**src/rtl/decode_unit.sv**
```systemverilog
`default_nettype none
// ============================================================================
// Module      : decode_unit
// Description : Dual-lane RV32I decoder. Each lane emits raw field slices, a
//               sign-extended immediate and an 8-bit control vector, both as a
//               combinational [0] copy and a one-cycle registered [1] copy.
// Revision    : 1.0 - initial release
// ============================================================================
module decode_unit (
  input  logic        clk,
  input  logic        rst_n,
  input  logic [31:0] instr_A,
  input  logic [31:0] instr_B,
  output logic [6:0]  opcode_A,
  output logic [6:0]  opcode_B,
  output logic [4:0]  rd_A     [0:1],
  output logic [4:0]  rd_B     [0:1],
  output logic [2:0]  funct3_A [0:1],
  output logic [2:0]  funct3_B [0:1],
  output logic [4:0]  rs1_A    [0:1],
  output logic [4:0]  rs1_B    [0:1],
  output logic [4:0]  rs2_A    [0:1],
  output logic [4:0]  rs2_B    [0:1],
  output logic [6:0]  funct7_A [0:1],
  output logic [6:0]  funct7_B [0:1],
  output logic [31:0] imm_A    [0:1],
  output logic [31:0] imm_B    [0:1],
  output logic [7:0]  ctrls_A  [0:1],
  output logic [7:0]  ctrls_B  [0:1]
);

  // Opcodes; bits [1:0] are 2'b11 in every one, so a full 7-bit match also
  // covers the compressed-encoding (illegal) check.
  localparam logic [6:0] c_op_r      = 7'b0110011;
  localparam logic [6:0] c_op_i_alu  = 7'b0010011;
  localparam logic [6:0] c_op_load   = 7'b0000011;
  localparam logic [6:0] c_op_store  = 7'b0100011;
  localparam logic [6:0] c_op_branch = 7'b1100011;
  localparam logic [6:0] c_op_jal    = 7'b1101111;
  localparam logic [6:0] c_op_jalr   = 7'b1100111;
  localparam logic [6:0] c_op_lui    = 7'b0110111;
  localparam logic [6:0] c_op_auipc  = 7'b0010111;

  // Returns {imm[31:0], ctrls[7:0]}; unknown opcodes fall out as illegal.
  function automatic logic [39:0] decode_imm_ctrls(input logic [31:0] i);
    logic [31:0] imm;
    logic [7:0]  ctrls;
    imm   = '0;
    ctrls = 8'h80;
    case (i[6:0])
      c_op_r:      ctrls = 8'h01;
      c_op_i_alu:  begin ctrls = 8'h03; imm = {{20{i[31]}}, i[31:20]}; end
      c_op_load:   begin ctrls = 8'h17; imm = {{20{i[31]}}, i[31:20]}; end
      c_op_jalr:   begin ctrls = 8'h43; imm = {{20{i[31]}}, i[31:20]}; end
      c_op_store:  begin ctrls = 8'h0A; imm = {{20{i[31]}}, i[31:25], i[11:7]}; end
      c_op_branch: begin
        ctrls = 8'h20;
        imm   = {{19{i[31]}}, i[31], i[7], i[30:25], i[11:8], 1'b0};
      end
      c_op_lui,
      c_op_auipc:  begin ctrls = 8'h03; imm = {i[31:12], 12'b0}; end
      c_op_jal:    begin
        ctrls = 8'h41;
        imm   = {{11{i[31]}}, i[31], i[19:12], i[20], i[30:21], 1'b0};
      end
      default: begin
        ctrls = 8'h80;
        imm   = '0;
      end
    endcase
    return {imm, ctrls};
  endfunction

  // Per-lane bundle: [64:58] funct7, [57:53] rs2, [52:48] rs1,
  // [47:45] funct3, [44:40] rd, [39:8] imm, [7:0] ctrls.
  logic [31:0] w_instr  [0:1];
  logic [64:0] w_fields [0:1];
  logic [64:0] r_fields [0:1];

  assign w_instr[0] = instr_A;
  assign w_instr[1] = instr_B;

  for (genvar g = 0; g < 2; g++) begin : g_lane
    assign w_fields[g] = {w_instr[g][31:25], w_instr[g][24:20], w_instr[g][19:15],
                          w_instr[g][14:12], w_instr[g][11:7],
                          decode_imm_ctrls(w_instr[g])};

    // Issue-stage copy; reset clears it to an all-zero bubble at once.
    always_ff @(posedge clk or negedge rst_n) begin
      if (!rst_n) begin
        r_fields[g] <= '0;
      end else begin
        r_fields[g] <= w_fields[g];
      end
    end
  end

  assign opcode_A = instr_A[6:0];
  assign opcode_B = instr_B[6:0];

  for (genvar s = 0; s < 2; s++) begin : g_stage
    logic [64:0] w_a;
    logic [64:0] w_b;
    assign w_a = (s == 0) ? w_fields[0] : r_fields[0];
    assign w_b = (s == 0) ? w_fields[1] : r_fields[1];

    assign funct7_A[s] = w_a[64:58];
    assign rs2_A[s]    = w_a[57:53];
    assign rs1_A[s]    = w_a[52:48];
    assign funct3_A[s] = w_a[47:45];
    assign rd_A[s]     = w_a[44:40];
    assign imm_A[s]    = w_a[39:8];
    assign ctrls_A[s]  = w_a[7:0];

    assign funct7_B[s] = w_b[64:58];
    assign rs2_B[s]    = w_b[57:53];
    assign rs1_B[s]    = w_b[52:48];
    assign funct3_B[s] = w_b[47:45];
    assign rd_B[s]     = w_b[44:40];
    assign imm_B[s]    = w_b[39:8];
    assign ctrls_B[s]  = w_b[7:0];
  end

endmodule
`default_nettype wire

```
**config.mk**
```make
export PLATFORM = sky130hd
export DESIGN_NAME = decode_unit
export DESIGN_NICKNAME = d
export VERILOG_FILES = /design/src/rtl/decode_unit.sv
export SDC_FILE = /design/constraint.sdc
export NUM_CORES = 1
export LEC_CHECK = 0
export CAP_MARGIN = 10
export CORE_AREA = 2 2 134 136
export CTS_CLUSTER_SIZE = 12
export DETAILED_ROUTE_END_ITERATION = 10
export DIE_AREA = 0 0 136 138
export HOLD_SLACK_MARGIN = 0.12
export PLACE_DENSITY_LB_ADDON = 0.2
export SETUP_SLACK_MARGIN = 0.5
export SKIP_CTS_REPAIR_TIMING = 1
export SYNTH_ARGS = -nofsm -noshare
export SYNTH_HDL_FRONTEND = slang
export SYNTH_SLANG_ARGS = --single-unit
```
**constraint.sdc**
```tcl
create_clock -name clk -period 2.5 [get_ports clk]
set_clock_uncertainty 0.2 [all_clocks]
set_input_delay 0.25 -clock clk [delete_from_list [all_inputs] [get_ports clk]]
set_output_delay 0.25 -clock clk [all_outputs]
set_load 0.05 [all_outputs]
```
# == Word level (Yosys, flattened, before mapping) ==
# Cells that the tools add are included.
# word_totals
reg_bits,130
inputBits,66
wordCells,30
# classes
eq_ne,18
n_mux,4
reduce_logical,6
# op_table
op,n
$pmux 32 s5,2
$pmux 8 s7,2
$eq 7x6->1 const B,6
$eq 7x7->1 const B,6
$eq 7x5->1 const B,4
$eq 7x2->1 const B,2
$reduce_or 3->1,4
$reduce_or 2->1,2

# == Depth between registers and ports, before layout ==
# Gate-level depths: netlist (run 1).
# depth
depth_word,3
ltp_mapped,6

# == Worst setup path after synthesis (run 1) ==
# No wires, ideal clock.
# synth_path
kind,in2out
startpoint,in instr_A[3]
endpoint,out imm_A[32] (netlist name)
arrival_time_ps,2899
slack_ps,-849
path_stages,4
path_cell_list,buf_2 nand3b_1 nor4_1 a32o_1
# synth_lines
element,line,text
start: declaration,12,"input logic [31:0] instr_A,"
end: declaration,26,"output logic [31:0] imm_A [0:1],"

==> results of run 1 <==
registers in the layout, indices dropped and copies added (netlist names):
signal and count:
g_stage.w_b 64, g_stage.w_a 64
power breakdown:
part	internal, uW	switching [uW]
Combinational	461	811
Sequential	2140	15.0
Clock	1690	936
final timing paths:
path / slack [ns] / endpoint / start
min: 0.12 / g_stage[1].w_a[19] / instr_A[0]
min in group asynchronous: 0.22 / g_stage[1].w_a[4] / rst_n
max in group asynchronous: 1.23 / g_stage[1].w_a[14] / rst_n
max: 0.41 / imm_B[53] / instr_B[3]
area by class of cell:
| cell class | count | share of cell area |
|---|---|---|
| repair buffers | 404 | 0.484 |
| flip-flops and latches | 128 | 0.298 |
| multi-input cells | 143 | 0.132 |
| clock buffers | 18 | 0.0408 |
| well taps | 229 | 0.0266 |
| clock inverters | 13 | 0.0174 |
| inverters | 4 | 0.00140 |
metal layers:
layer | wire length, um | global-route usage | part of all wire | vias up
met5 | 11 | 0 | 0.00061 | -
met4 | 452 | 0.0603 | 0.025 | 2
met3 | 2110 | 0.0803 | 0.12 | 34
met2 | 9660 | 0.320 | 0.54 | 269
met1 | 5740 | 0.185 | 0.32 | 2058
li1 | - | - | - | 1847
logic make-up after synthesis:
kind of cell | after synthesis
buffers and inverters | 82
AND/OR/NAND/NOR | 65
flip-flops | 128
multiplexers | 2
AO/OA/AOI/OAI | 75
metrics by stage:
| stage | utilization | total power [uW] |
|---|---|---|
| after floorplan | - | 2900 |
| after global placement | 0.522 | 3420 |
| after detailed placement | 0.522 | 3430 |
| after CTS | 0.558 | 6090 |
| after global routing | 0.614 | 6280 |
| final | 0.614 | 6050 |
critical path: stages:
cell and delay, ns:
buf_8 0.10, nand3b_1 0.18, buf_4 0.16, o32ai_4 0.29, and2_4 0.24, buf_12 0.13, a21o_1 0.14, buf_12 0.15
cell usage after synthesis, drive strengths merged (2+ instances only):
cell type  count  area share
inv            4      0.0031
and3b          2      0.0037
and3           2      0.0026
nor3b          2      0.0042
o211ai         3      0.0047
a22o           8       0.015
nor4b          2      0.0068
and4           2      0.0037
nor2          17       0.013
nor3           3      0.0031
o21ai          6      0.0063
a21o          39       0.061
a221o          2      0.0042
nand2b         2      0.0026
a21oi          9      0.0094
nor4           2      0.0026
nand3          3      0.0031
nand2          8      0.0063
o32ai          2      0.0076
buf           75        0.12
clkbuf         3      0.0024
nand3b         2      0.0031
and2          15       0.020
dfrtp        128        0.67
==> out/qor.txt, run 1 <==
Worst VDD drop - 0.448 mV
period utilisation layout - 0.836
crit path DAT - 1.64 ns
H-tree Lvls - 4
drt total wl - 18000 um
synth warn - 0
synthesized area - 0.00479 sq mm
outcome - finished, final reports clean
io pins - 340
# port buffers - 339
Die Y-Extent - 138 um
worst hold stages - 3
synthesized flop and latch total - 128
Nets - 764
Leakage - 0.00703 uW
largest fanout on the critical path - 6
number of synthesized flops with an enable pin - 0
synth unique cells - 41
Post-Synth Simple-Gate Area - 0.0812
gr usage total - 0.179
Slew HR - 0.483
Non-Filler Instances - 939
placer congestion estimate - 0.886
worst endpoint required time - 2.05 ns
pin count of the biggest net entering global routing - 129
antenna cells - 0
Setup crit end kind - output pin
multi-input logic area - 0.00142 sq mm
unrepaired setup endpoints after global routing - yes
Max Fclk - 478 MHz
final setup fails - 0
Synth Area in XOR/XNOR - 0
Fin. Hold Viols - 0
Syn Nets - 418
initial core utilization - 0.273
Via density - 4.48
fin crit period - 2.09 ns
commonest cells after routing, fill and taps aside - dlymetal6s2s_1, dfrtp_1, buf_12
share of cells above drive strength 1 - 0.368
Setup Total Neg Slack - 0 ns
setup slack after layout - 0.410 ns
post-DP HPWL - 13100 um
Cell Rows - 49
clk buf depth - 2
register area share after synthesis - 0.669
FFs w/ async S/R, synth - 1.00
antenna violations before repair - 1
GRT Residual Overflow - 0
CTS Buf Count - 17
core area - 0.0175 sq mm
clk root buf - clkbuf_16
MaxCap Viol Count - 0
final instance area - 0.0108 sq mm
Area after DPL - 0.00916 sq mm
register area - 0.00320 sq mm
Setup Crit Path Kind - input pin to output pin
drt first pass iters - 4
die area - 0.0188 sq mm
mux cell area share after synthesis - 0.00522
global-route wire length before repair - 25500 um
actual slew at the worst max-slew pin - 0.775 ns
Compound-Gate Fraction of Synth Area - 0.123
pre-CTS setup slack - -0.132 ns
Fillers - 1293
Routed WL per cell - 19.1 um
final hold slack - 0.118 ns
largest family of logic cells by synthesized area - compound AO/OA/AOI/OAI gates
DRC viols - 0
most common cell after layout, fill and taps aside - dlymetal6s2s_1
max-slew violations - 0
clk slew on worst S/H paths - 0.06 ns
Post-Syn Area per Cell - 13.6 sq um
Synth Flop Type - dfrtp_1
routed via count - 4210
placed instance count - 882
Area Overhead vs Synth - 125%
DRT antenna net count - 0
vias in the first global route - 4330
power density over cell area - 563 mW/mm^2
Tightest Hold Check Type - input pin to flip-flop
crit path launch type - input pin
chip width - 136 um
Mapped Cells - 352
number of DRC markers in iteration 0 - 148
CTS tree - yes
clock sinks - 128
adder-cell share of the synthesized area - 0
Note: power is estimated with default switching activity, not from simulation.
==> inputs of run 2 (changes only) <==
--- a/config.mk
+++ b/config.mk
@@ -6,10 +6,10 @@
 export NUM_CORES = 1
 export LEC_CHECK = 0
 export CAP_MARGIN = 10
-export CORE_AREA = 2 2 134 136
+export CORE_AREA = 2 2 132 134
 export CTS_CLUSTER_SIZE = 12
 export DETAILED_ROUTE_END_ITERATION = 10
-export DIE_AREA = 0 0 136 138
+export DIE_AREA = 0 0 134 136
 export HOLD_SLACK_MARGIN = 0.12
 export PLACE_DENSITY_LB_ADDON = 0.2
 export SETUP_SLACK_MARGIN = 0.5
==> constraint.sdc (replaced) <==
create_clock -name clk -period 1.8 [get_ports clk]
set_clock_uncertainty 0.2 [all_clocks]
set_input_delay 0.18 -clock clk [delete_from_list [all_inputs] [get_ports clk]]
set_output_delay 0.18 -clock clk [all_outputs]
set_load 0.05 [all_outputs]
==> run 2 against run 1 <==
The run now ends with hold timing, setup timing left; core utilization rose by 14 points; via count rose by 10%; sequential power rose by 40%; final cell count rose by 11%; clock power rose by 30%; first-iteration DRC count fell by 11%; hold slack got worse by 0.24 ns; design area rose by 18%; clock-buffer cell count did not move; sequential share of layout area fell by 4.6 points; die area fell by 2.9%.
==> out/qor.txt, run 2 (same netlist as run 1, synthesis figures left out) <==
failing checks - hold timing, setup timing
outcome - complete, but fails checks (was finished, final reports clean)
Slew HR - 0.777 (was 0.483)
post-DP HPWL - 14400 um (was 13100 um)
setup slack after layout - -0.122 ns (was 0.410 ns)
drt total wl - 20600 um (was 18000 um)
chip width - 134 um (was 136 um)
pin count of the biggest net entering global routing - 55 (was 129)
vias in the first global route - 4650 (was 4330)
MaxCap Viol Count - 0 (unchanged)
period utilisation layout - 1.07
H-tree Lvls - 4 (unchanged)
cell-internal power - 6070 uW (was 4290 uW)
Setup crit end kind - output pin (unchanged)
Die Y-Extent - 136 um (was 138 um)
CTS Buf Count - 17 (unchanged)
Fin. Hold Viols - 8 (was 0)
DRC viols - 0 (unchanged)
actual slew at the worst max-slew pin - 0.333 ns (was 0.775 ns)
routed via count - 4644 (was 4210)
power density over cell area - 687 mW/mm^2 (was 563 mW/mm^2)
sequential power share - 0.345 (was 0.355)
final core utilization - 0.754 (was 0.614)
DRT antenna net count - 0 (unchanged)
placer congestion estimate - 0.877 (was 0.886)
placed instance count - 925 (was 882)
number of DRC markers in iteration 0 - 131 (was 148)
Leakage - 0.00640 uW (was 0.00703 uW)
most common cell after layout, fill and taps aside - buf_6 (was dlymetal6s2s_1)
P_sw - 2680 uW (was 1760 uW)
clk buf depth - 2 (unchanged)
worst hold stages - 3 (unchanged)
antenna cells - 0 (unchanged)
Tightest Hold Check Type - input pin to flip-flop (unchanged)
Sw Ratio - 0.306 (was 0.291)
GRT Residual Overflow - 0 (unchanged)
final instance area - 0.0127 sq mm (was 0.0108 sq mm)
Non-Filler Instances - 1044 (was 939)
io pins - 340 (unchanged)
Nets - 872 (was 764)
initial core utilization - 0.284 (was 0.273)
share of cells above drive strength 1 - 0.687 (was 0.368)
crit path DAT - 1.54 ns (was 1.64 ns)
Routed WL per cell - 19.7 um (was 19.1 um)
commonest cells after routing, fill and taps aside - buf_6, buf_12, dfrtp_1 (was dlymetal6s2s_1, dfrtp_1, buf_12)
largest fanout on the critical path - 3 (was 6)
crit path launch type - input pin (unchanged)
Comb power frac - 0.263 (was 0.210)
Via density - 4.45 (was 4.48)
die area - 0.0182 sq mm (was 0.0188 sq mm)
unrepaired setup endpoints after global routing - yes (unchanged)
max-slew violations - 0 (unchanged)
clock share of power - 0.392 (was 0.434)
Area Overhead vs Synth - 166% (was 125%)
clk slew on worst S/H paths - 0.06 ns (about the same)
gr usage total - 0.198 (was 0.179)
clk root buf - clkbuf_16 (unchanged)
Cell Rows - 48 (was 49)
Area after DPL - 0.0104 sq mm (was 0.00916 sq mm)
Setup Total Neg Slack - -1.70 ns (was 0 ns)
clock sinks - 128 (unchanged)
core area - 0.0169 sq mm (was 0.0175 sq mm)
fin crit period - 1.92 ns
final hold slack - -0.121 ns (was 0.118 ns)
Worst VDD drop - 0.602 mV (was 0.448 mV)
CTS tree - yes (unchanged)
Max Fclk - 520 MHz
worst endpoint required time - 1.42 ns (was 2.05 ns)
# port buffers - 339 (unchanged)
global-route wire length before repair - 27300 um (was 25500 um)
total power - 8740 uW (was 6050 uW)
drt first pass iters - 4 (unchanged)
antenna violations before repair - 0 (was 1)
final setup fails - 31 (was 0)
Setup Crit Path Kind - input pin to output pin (unchanged)
## run 2: power by group through the flow
stage,Sequential [uW],Combinational [uW],Clock (uW)
after floorplan,3370,718,0
after global placement,3040,2030,0
after detailed placement,3050,2040,0
final,3010,2300,3430
after CTS,3000,2050,3500
after global routing,3020,2380,3630
## run 2: layer usage
layer	track usage	share of wire	up-vias
li1	-	-	2063
met1	0.208	0.33	2314
met2	0.362	0.56	231
met3	0.0858	0.086	36
met4	0.0538	0.023	0
met5	0	0	-
## run 2: layout make-up
| type | count | area (sq um) |
|---|---|---|
| Clock buffer | 18 | 429 |
| Clock inverter | 14 | 155 |
| Fill cell | 957 | 4150 |
| Inverter | 4 | 17.5 |
| Multi-Input combinational cell | 143 | 1770 |
| Sequential cell | 128 | 3200 |
| Tap cell | 225 | 282 |
| Timing Repair Buffer | 512 | 6870 |
## run 2: path summary, 6_finish.rpt
kind / from / endpoint / slack (ns)
setup / recovery: instr_B[25] / imm_B[57] / -0.12
hold / removal: instr_B[4] / g_stage[1].w_b[4] / -0.12
max in group asynchronous: rst_n / g_stage[1].w_a[26] / 0.76
min in group asynchronous: rst_n / g_stage[1].w_a[1] / 0.02
## run 2: through the flow
step	hold slack, ns	setup slack [ns]
CTS	-0.543	-0.503
detailed placement	-0.0935	-0.495
finish	-0.121	-0.122
floorplan	-0.316	-0.460
global placement	-0.0962	-0.500
global route	-0.134	-0.187
## run 2: critical path, cell delays in order
cell and delay (ns):
dlymetal6s2s_1 0.15, buf_12 0.14, dlygate4sd3_1 0.66, a21o_4 0.26, buf_12 0.15
